## config.mk

```make
export PLATFORM = sky130hd
export DESIGN_NAME = iob_axistream_in_packer
export DESIGN_NICKNAME = d
export VERILOG_FILES = /design/src/rtl/iob_axistream_in_packer_pkg.sv /design/src/rtl/iob_axistream_in_wfifo.sv /design/src/rtl/iob_axistream_in_packer.sv
export SDC_FILE = /design/constraint.sdc
export NUM_CORES = 1
export LEC_CHECK = 0
export ABC_AREA = 1
export CORE_UTILIZATION = 61
export DETAILED_ROUTE_END_ITERATION = 10
export HOLD_SLACK_MARGIN = 0.08
export PLACE_DENSITY = 0.89
export SLEW_MARGIN = 10
export SYNTH_ARGS = -nofsm -noshare
export SYNTH_HDL_FRONTEND = slang
export SYNTH_SLANG_ARGS = --single-unit
```

## constraint.sdc

```tcl
create_clock -name clk_i -period 4.3 [get_ports clk_i]
set_input_delay 0.86 -clock clk_i [delete_from_list [all_inputs] [get_ports clk_i]]
set_output_delay 0.86 -clock clk_i [all_outputs]
set_load 0.01 [all_outputs]
```

## src/rtl/iob_axistream_in_packer_pkg.sv

```systemverilog
// Shared configuration for the AXIS-to-32-bit word packer: word geometry and
// FIFO entry layout derived from the beat width.
package iob_axistream_in_packer_pkg;

   localparam int WORD_W = 32;

   // Beats that fit in one 32-bit word (N).
   function automatic int beats_per_word(input int tdata_w);
      return WORD_W / tdata_w;
   endfunction

   // Width of a beat count that must hold 0..N inclusive (CNT_W).
   function automatic int cnt_width(input int tdata_w);
      return $clog2(WORD_W / tdata_w) + 1;
   endfunction

   // FIFO entry is {nbeats, tlast, data}.
   function automatic int entry_width(input int tdata_w);
      return WORD_W + 1 + cnt_width(tdata_w);
   endfunction

endpackage

```

## src/rtl/iob_axistream_in_wfifo.sv

```systemverilog
// Synchronous show-ahead word FIFO; head entry is presented whenever valid_o
// is high and reads as zero when empty.
module iob_axistream_in_wfifo #(
   parameter int W          = 8,
   parameter int DEPTH_LOG2 = 4
) (
   input  logic                  clk_i,
   input  logic                  arst_n_i,
   input  logic                  cke_i,
   input  logic                  clr_i,
   input  logic                  push_i,
   input  logic [W-1:0]          push_data_i,
   input  logic                  pop_i,
   output logic [W-1:0]          data_o,
   output logic                  valid_o,
   output logic                  full_o,
   output logic [DEPTH_LOG2:0]   level_o
);

   localparam int DEPTH = 1 << DEPTH_LOG2;
   localparam logic [DEPTH_LOG2:0] FULL_LVL = {1'b1, {DEPTH_LOG2{1'b0}}};

   logic [W-1:0]            mem [DEPTH];
   logic [DEPTH_LOG2-1:0]   wptr_q, rptr_q;
   logic [DEPTH_LOG2:0]     level_q;
   logic                    do_push, do_pop;

   assign valid_o = (level_q != '0);
   assign full_o  = (level_q == FULL_LVL);
   assign level_o = level_q;
   assign data_o  = valid_o ? mem[rptr_q] : '0;

   // A pop request against an empty FIFO is simply dropped.
   assign do_push = cke_i & ~clr_i & push_i & ~full_o;
   assign do_pop  = cke_i & ~clr_i & pop_i & valid_o;

   always_ff @(posedge clk_i) begin
      if (do_push) mem[wptr_q] <= push_data_i;
   end

   always_ff @(posedge clk_i or negedge arst_n_i) begin
      if (!arst_n_i) begin
         wptr_q  <= '0;
         rptr_q  <= '0;
         level_q <= '0;
      end else if (cke_i) begin
         if (clr_i) begin
            wptr_q  <= '0;
            rptr_q  <= '0;
            level_q <= '0;
         end else begin
            if (do_push) wptr_q <= wptr_q + {{(DEPTH_LOG2-1){1'b0}}, 1'b1};
            if (do_pop)  rptr_q <= rptr_q + {{(DEPTH_LOG2-1){1'b0}}, 1'b1};
            case ({do_push, do_pop})
               2'b10:   level_q <= level_q + {{DEPTH_LOG2{1'b0}}, 1'b1};
               2'b01:   level_q <= level_q - {{DEPTH_LOG2{1'b0}}, 1'b1};
               default: level_q <= level_q;
            endcase
         end
      end
   end

endmodule

```

## src/rtl/iob_axistream_in_packer.sv

```systemverilog
// Packs TDATA_W-bit AXI-Stream beats little-endian into 32-bit words, closing a
// word on the N-th beat or on tlast, and queues words with their beat count.
module iob_axistream_in_packer
   import iob_axistream_in_packer_pkg::*;
#(
   parameter  int TDATA_W         = 8,
   parameter  int FIFO_DEPTH_LOG2 = 4,
   localparam int CNT_W           = cnt_width(TDATA_W)
) (
   input  logic                       clk_i,
   input  logic                       arst_n_i,
   input  logic                       cke_i,
   input  logic                       sw_rst_i,
   input  logic                       enable_i,
   input  logic [TDATA_W-1:0]         axis_tdata_i,
   input  logic                       axis_tvalid_i,
   output logic                       axis_tready_o,
   input  logic                       axis_tlast_i,
   output logic [WORD_W-1:0]          tdata_o,
   output logic                       tvalid_o,
   input  logic                       tready_i,
   output logic                       tlast_o,
   output logic [CNT_W-1:0]           nbeats_o,
   output logic [FIFO_DEPTH_LOG2:0]   level_o,
   input  logic [FIFO_DEPTH_LOG2:0]   threshold_i,
   output logic                       threshold_o
);

   localparam int N       = beats_per_word(TDATA_W);
   localparam int ENTRY_W = entry_width(TDATA_W);

   logic [WORD_W-1:0]   data_q, word_nxt;
   logic [CNT_W-1:0]    cnt_q;
   logic                full, beat_acc, word_done;
   logic [ENTRY_W-1:0]  push_entry, head_entry;

   // Full is taken from the registered level, so a same-cycle pop only frees
   // the input on the following cycle.
   assign axis_tready_o = arst_n_i & enable_i & ~full & ~sw_rst_i;
   assign beat_acc      = cke_i & axis_tvalid_i & axis_tready_o;
   assign word_done     = beat_acc & (axis_tlast_i | (cnt_q == CNT_W'(N-1)));

   always_comb begin
      word_nxt = data_q;
      for (int k = 0; k < N; k++) begin
         if (cnt_q == CNT_W'(k)) word_nxt[k*TDATA_W +: TDATA_W] = axis_tdata_i;
      end
   end

   assign push_entry = {cnt_q + CNT_W'(1), axis_tlast_i, word_nxt};

   always_ff @(posedge clk_i or negedge arst_n_i) begin
      if (!arst_n_i) begin
         data_q <= '0;
         cnt_q  <= '0;
      end else if (cke_i) begin
         if (sw_rst_i || word_done) begin
            data_q <= '0;
            cnt_q  <= '0;
         end else if (beat_acc) begin
            data_q <= word_nxt;
            cnt_q  <= cnt_q + CNT_W'(1);
         end
      end
   end

   iob_axistream_in_wfifo #(
      .W          (ENTRY_W),
      .DEPTH_LOG2 (FIFO_DEPTH_LOG2)
   ) u_wfifo (
      .clk_i       (clk_i),
      .arst_n_i    (arst_n_i),
      .cke_i       (cke_i),
      .clr_i       (sw_rst_i),
      .push_i      (word_done),
      .push_data_i (push_entry),
      .pop_i       (tready_i),
      .data_o      (head_entry),
      .valid_o     (tvalid_o),
      .full_o      (full),
      .level_o     (level_o)
   );

   assign {nbeats_o, tlast_o, tdata_o} = head_entry;
   assign threshold_o = (level_o >= threshold_i);

endmodule

```

; Yosys cells after proc, flatten, opt, wreduce, memory -nomap -nowiden
; Memories as Yosys holds them, arrays and structs flattened.
; Index checks and enable logic that the tools add are counted.
[word_totals]
reg_bits = 48
mem_bits_rw = 576
input_bits = 21
out_inout_bits = 44
word_cells = 60
memories = 1
[classes]
addsub = 5
order_cmp = 1
eq_ne = 6
n_mux = 17
n_bitwise = 14
reduce_logical = 11
[memory_table]
columns = memory, words, word_bits, rd, rd_clocked_by_memory_dff, write_ports, line_no
row1 = u_wfifo.mem, 16, 36, 1, 0, 1, iob_axistream_in_wfifo.sv:23  ; logic [W-1:0] mem [DEPTH];
[op_table]
columns = operator, n
row1 = two-way mux 32 bit, 2
row2 = two-way mux 36 bit, 1
row3 = two-way mux 8 bit, 4
row4 = two-way mux 4 bit, 4
row5 = AND 1 bit, 11
row6 = one-hot mux 5 bit (2 select lines), 1
row7 = adder 4 x 1 -> 4 bit (second input constant), 2
row8 = AND reduction 2 bit, 4
row9 = == test 3 x 2 -> 1 bit (second input constant), 2
row10 = two-way mux 3 bit, 2
row11 = nonzero test 2 bit, 3
row12 = adder 5 x 1 -> 5 bit (second input constant), 1
row13 = == test 5 bit (second input constant), 1
row14 = >= comparator 5 bit, 1
row15 = two-way mux 5 bit, 1
row16 = nonzero test 5 bit, 1
row17 = subtractor 5 x 1 -> 5 bit (second input constant), 1
row18 = adder 3 x 1 -> 3 bit (second input constant), 1
row19 = == test 3 x 1 -> 1 bit (second input constant), 1
row20 = logical NOT 3 bit, 1
row21 = nonzero test 3 bit, 1
row22 = == test 2 x 1 -> 1 bit (second input constant), 1
row23 = == test 2 bit (second input constant), 1
row24 = two-way mux 1 bit, 2
row25 = other kinds (3), 4

; Depth between registers and ports, before layout
[depth]
ltp_word = 11
mapped_depth = 16
mapped_depth_nobuf = 16

; Cells and area by module
; A second synthesis with hierarchy kept.
[unflattened]
hier_cells = 1990
area_unflattened_um2 = 25443.2
[modules_own_cells]
columns = mod, n_inst, cells_per_inst, area_each_um2, seq_area_each_um2
row1 = iob_axistream_in_wfifo, 1, 1701, 23186.0, 17621.9
row2 = iob_axistream_in_packer, 1, 289, 2257.2, 875.8

; Least setup slack after synthesis
; No wires, ideal clock.
[synth_path]
path_type = input port to flip-flop
from = input port sw_rst_i
to = memory u_wfifo.mem[11][0] (netlist name) (enable)
setup_ps = 429
arrival_time_ps = 3070
required_time_ps = 3871
setup_slack_ps = 801
cell_stages = 7
cell_sequence = inv_2 nand2_2 nor2_4 nand4_4 inv_2 nand2_1 nor2_1
[synth_between]
elab_chain_cells = 8
elab_cells_between_ends = 9
cone_classes = 2 x mux / 7 x bitwise
[synth_rtl]
columns = item, line_no
row1 = from (decl), iob_axistream_in_packer.sv:13  ; input logic sw_rst_i,
row2 = inverter 1 bit (*), "iob_axistream_in_wfifo.sv:34, iob_axistream_in_packer.sv:39"
row3 = AND 1 bit, iob_axistream_in_packer.sv:39  ; assign axis_tready_o = arst_n_i & enable_i & ~full & ~sw_rst_i;
row4 = AND 1 bit, iob_axistream_in_packer.sv:40  ; assign beat_acc = cke_i & axis_tvalid_i & axis_tready_o;
row5 = AND 1 bit, iob_axistream_in_packer.sv:41  ; assign word_done = beat_acc & (axis_tlast_i | (cnt_q == CNT_W'(N-1)));
row6 = AND 1 bit (*) (2 in a row), iob_axistream_in_wfifo.sv:34  ; assign do_push = cke_i & ~clr_i & push_i & ~full_o;
row7 = two-way mux 1 bit (*), iob_axistream_in_wfifo.sv:38  ; if (do_push) mem[wptr_q] <= push_data_i;
row8 = two-way mux 1 bit (implied by the code) (*), iob_axistream_in_wfifo.sv:38
row9 = to (decl), iob_axistream_in_wfifo.sv:23
; Mark *: on every way between the ends. The rest lies on a longest branch, timed or not.

; Worst setup path in the final report
[layout_path]
from = register u_wfifo.rptr_q[0]
to = output port tdata_o[18]
[layout_between]
elab_chain_cells = 2
[layout_rtl]
columns = item, line_no
row1 = from (decl), iob_axistream_in_wfifo.sv:24  ; logic [DEPTH_LOG2-1:0] wptr_q, rptr_q;
row2 = from (signal assigned), iob_axistream_in_wfifo.sv:53  ; if (do_pop) rptr_q <= rptr_q + {{(DEPTH_LOG2-1){1'b0}}, 1'b1};
row3 = memory (16 x 36 bit), -
row4 = two-way mux 36 bit, iob_axistream_in_wfifo.sv:31  ; assign data_o = valid_o ? mem[rptr_q] : '0;
row5 = to (decl), iob_axistream_in_packer.sv:19  ; output logic [WORD_W-1:0] tdata_o,
; No other way between the ends.

==> metrics.txt <==
Lkg Pwr=roughly 9.7 nW; clock buffer count from CTS=57; synth warn=0; GR Overflow Total=0; worst-margin pin slew=around 1.3 ns; worst endpoint data arrival time=around 3.4 ns; status=finished, final reports clean; initial drt markers=between 3000 and 4000; Most Crowded Layer GR=met2; GR Util met1=0.422; number of synthesized flops with an enable pin=576; syn avg cell area=12.9 um2; gpl congestion=0.820; Hold WS=0.366 ns; First-pass DRT Iterations=8; Critical Path Start Type=flip-flop; GR met3 Demand/Resource=0.0844; clock skew=0.0196 ns; Vias/cell=about 7.0; Net Count, Synth=2000; Buf+Inv Stages, Crit Path=2; Yosys reg bits=624; Crit Path Max Fanout=104; initial antenna violation count=1; Max-Cap Viols=0; DIE AREA=42300 um2; most common cell after layout, fill and taps aside=edfxtp_1; # hold bufs at CTS=0; vias in the first global route=between 15000 and 20000; first-pass GRT wire length=~100000 um; drc violations=0; Top Family by Delay on Critical Path=buffers and inverters; Worst path max stage delay=between 0.6 and 0.7 ns; Main synth FF type=edfxtp_1; Min-Delay Path Class=input port to async pin; CP Capture Type=output pin; initial core utilization=0.619; post-layout min period=4.27 ns; critical path startpoint=u_wfifo.rptr_q[0]; register area share after synthesis=0.732; CP Class=flip-flop to output pin; layout cells sized above 1=0.0944; overall power=roughly 0.016 W; setup TNS=0 ns; Finished Layout Cells=2588; CTS H-tree lvls=2; I/O Pins=65; fin util=0.703; CTS tree=built; Die X=just over 200 um; hpwl dp=between 30000 and 40000 um; final period utilization=0.993; Cells after Synth=1962; largest net degree at the start of global routing=105; cell with the largest stage delay on the worst path=dfrtp_4; Critical Path RT=approximately 3.4 ns; Root Buffer=clkbuf_16; GRT Total Usage=0.331; Yosys cell types=37; r2r startpoint=cnt_q[0]; Vias=18100; cell area after synthesis=between 20000 and 30000 um2; clock slew at reported path FFs=roughly 0.070 ns; Slew Viols, Final=0; Setup-failing EPs final=0; diode count=0; DIE HEIGHT=between 200 and 250 um; DRT antenna net count=0; unrepaired setup endpoints after global routing=no; crit path cell chain=buf_12 > o21ai_0 > o221ai_1 > nand3_1 > a21oi_1 > clkdlybuf4s50_1; final net count=between 2000 and 2500; worst skew pair latency=roughly 0.61 ns; fmax=approximately 230 MHz; WL per Instance=approximately 27 um; Routed WL=around 70000 um; clock sink count=around 620; Post-synth ARST share=0.0769; worst rel slew slack=0.116; VDD IR max=roughly 320 uV; Final Hold Viols=0; pwr/cell area=between 500 and 600 nW/um2; Core ar.=just over 40000 um2; commonest cells after routing, fill and taps aside=576 x edfxtp_1, 329 x nor2_1, 308 x o21ai_0; Fillers=roughly 2300; Area growth syn-to-layout=13.6%; Port Buffers=64; clock tree buffer depth=3; dpl cells=between 2000 and 2500; # rows=between 70 and 80; met2 Usage GRT=0.521
[cells by family after synthesis]
logic type / after synthesis / share of synthesized area
AO/OA/AOI/OAI: 576 / 0.137
XOR/XNOR: 3 / 0.00104
AND/OR/NAND/NOR: 530 / 0.0864
adder cells (fa/ha/maj): 17 / 0.00841
buffers and inverters: 212 / 0.0361
flip-flops: 624 / 0.732
[per-stage QoR]
stage	setup slack (ns)	cell area, um2
floorplan	0.801	25300
global placement	0.646	26800
detailed placement	0.539	26800
CTS	0.00438	28700
global route	0.00511	28700
finish	0.0318	28700
[layer usage]
layer  up-vias  wire, um
met5         -        12
met2      1813     32900
li1       7383         -
met4         2      3760
met3       341     10200
met1      8582     23200
[power breakdown]
part | switching [W] | total, W | internal (W)
sequential | 0.000107 | 0.00673 | 0.00662
clock | 0.00225 | 0.00509 | 0.00284
combinational | 0.00282 | 0.00429 | 0.00147
[cell type report]
class                           count  area [um2]  share of cell area
Clock buffer                       78        1560              0.0542
Clock inverter                     27         287             0.00998
Inverter                           79         317              0.0110
Multi-Input combinational cell   1126        6000               0.209
Sequential cell                   624       18500               0.644
Tap cell                          532         666              0.0232
Timing Repair Buffer              122        1390              0.0482
[worst paths after layout]
check	to	slack [ns]	depth (start not counted)
min in group clk_i	data_q[3]	0.52	2
max in group asynchronous	u_wfifo.rptr_q[0]	3.46	2
worst min-delay path	data_q[14]	0.37	2
worst max-delay path	tdata_o[18]	0.03	6
worst min register to register	data_q[3]	0.52	2
worst max register to register	u_wfifo.mem[15][34]	1.22	8
[repair_timing]
item                                    4_1_cts  5_1_grt
gates cloned                                  0        0
buffers inserted                              1        1
resized for setup                             3        5
hold endpoints to repair                      0        0
endpoints found under the setup margin       10        8
[cell usage after synthesis (3+ instances only)]
cell type | count | area, um2
buf_6 | 3 | 33.8
buf_2 | 34 | 170
inv_2 | 9 | 33.8
o221ai_1 | 108 | 946
inv_1 | 66 | 248
nand2_1 | 82 | 308
a21oi_1 | 44 | 220
o21bai_1 | 3 | 22.5
o22ai_1 | 38 | 238
o21ai_0 | 309 | 1550
o21ai_1 | 39 | 195
buf_4 | 10 | 75.1
clkbuf_2 | 5 | 25.0
nor2_1 | 345 | 1290
edfxtp_1 | 576 | 17300
o21a_1 | 24 | 180
o21ai_2 | 10 | 87.6
nand3_1 | 88 | 440
buf_1 | 11 | 41.3
nor2_4 | 3 | 33.8
ha_1 | 17 | 213
inv_4 | 3 | 18.8
clkbuf_1 | 70 | 263
dfrtp_1 | 48 | 1200
[worst register-to-register path, cell delays in order (launching register included)]
cell and delay, ns:
dfrtp_1 0.38, ha_1 0.16, ha_1 0.50, or2_1 0.25
nand4_4 0.19, inv_2 0.18, nand2_1 0.30, nor2_4 0.17
buf_4 0.56
[registers in the layout, indices dropped and copies added, names as in the netlist]
name and cells:
cnt_q 3, u_wfifo.rptr_q 4, u_wfifo.wptr_q 4, data_q 32, u_wfifo.level_o 5, u_wfifo.mem 576
Power figures use the tool's default switching activity.
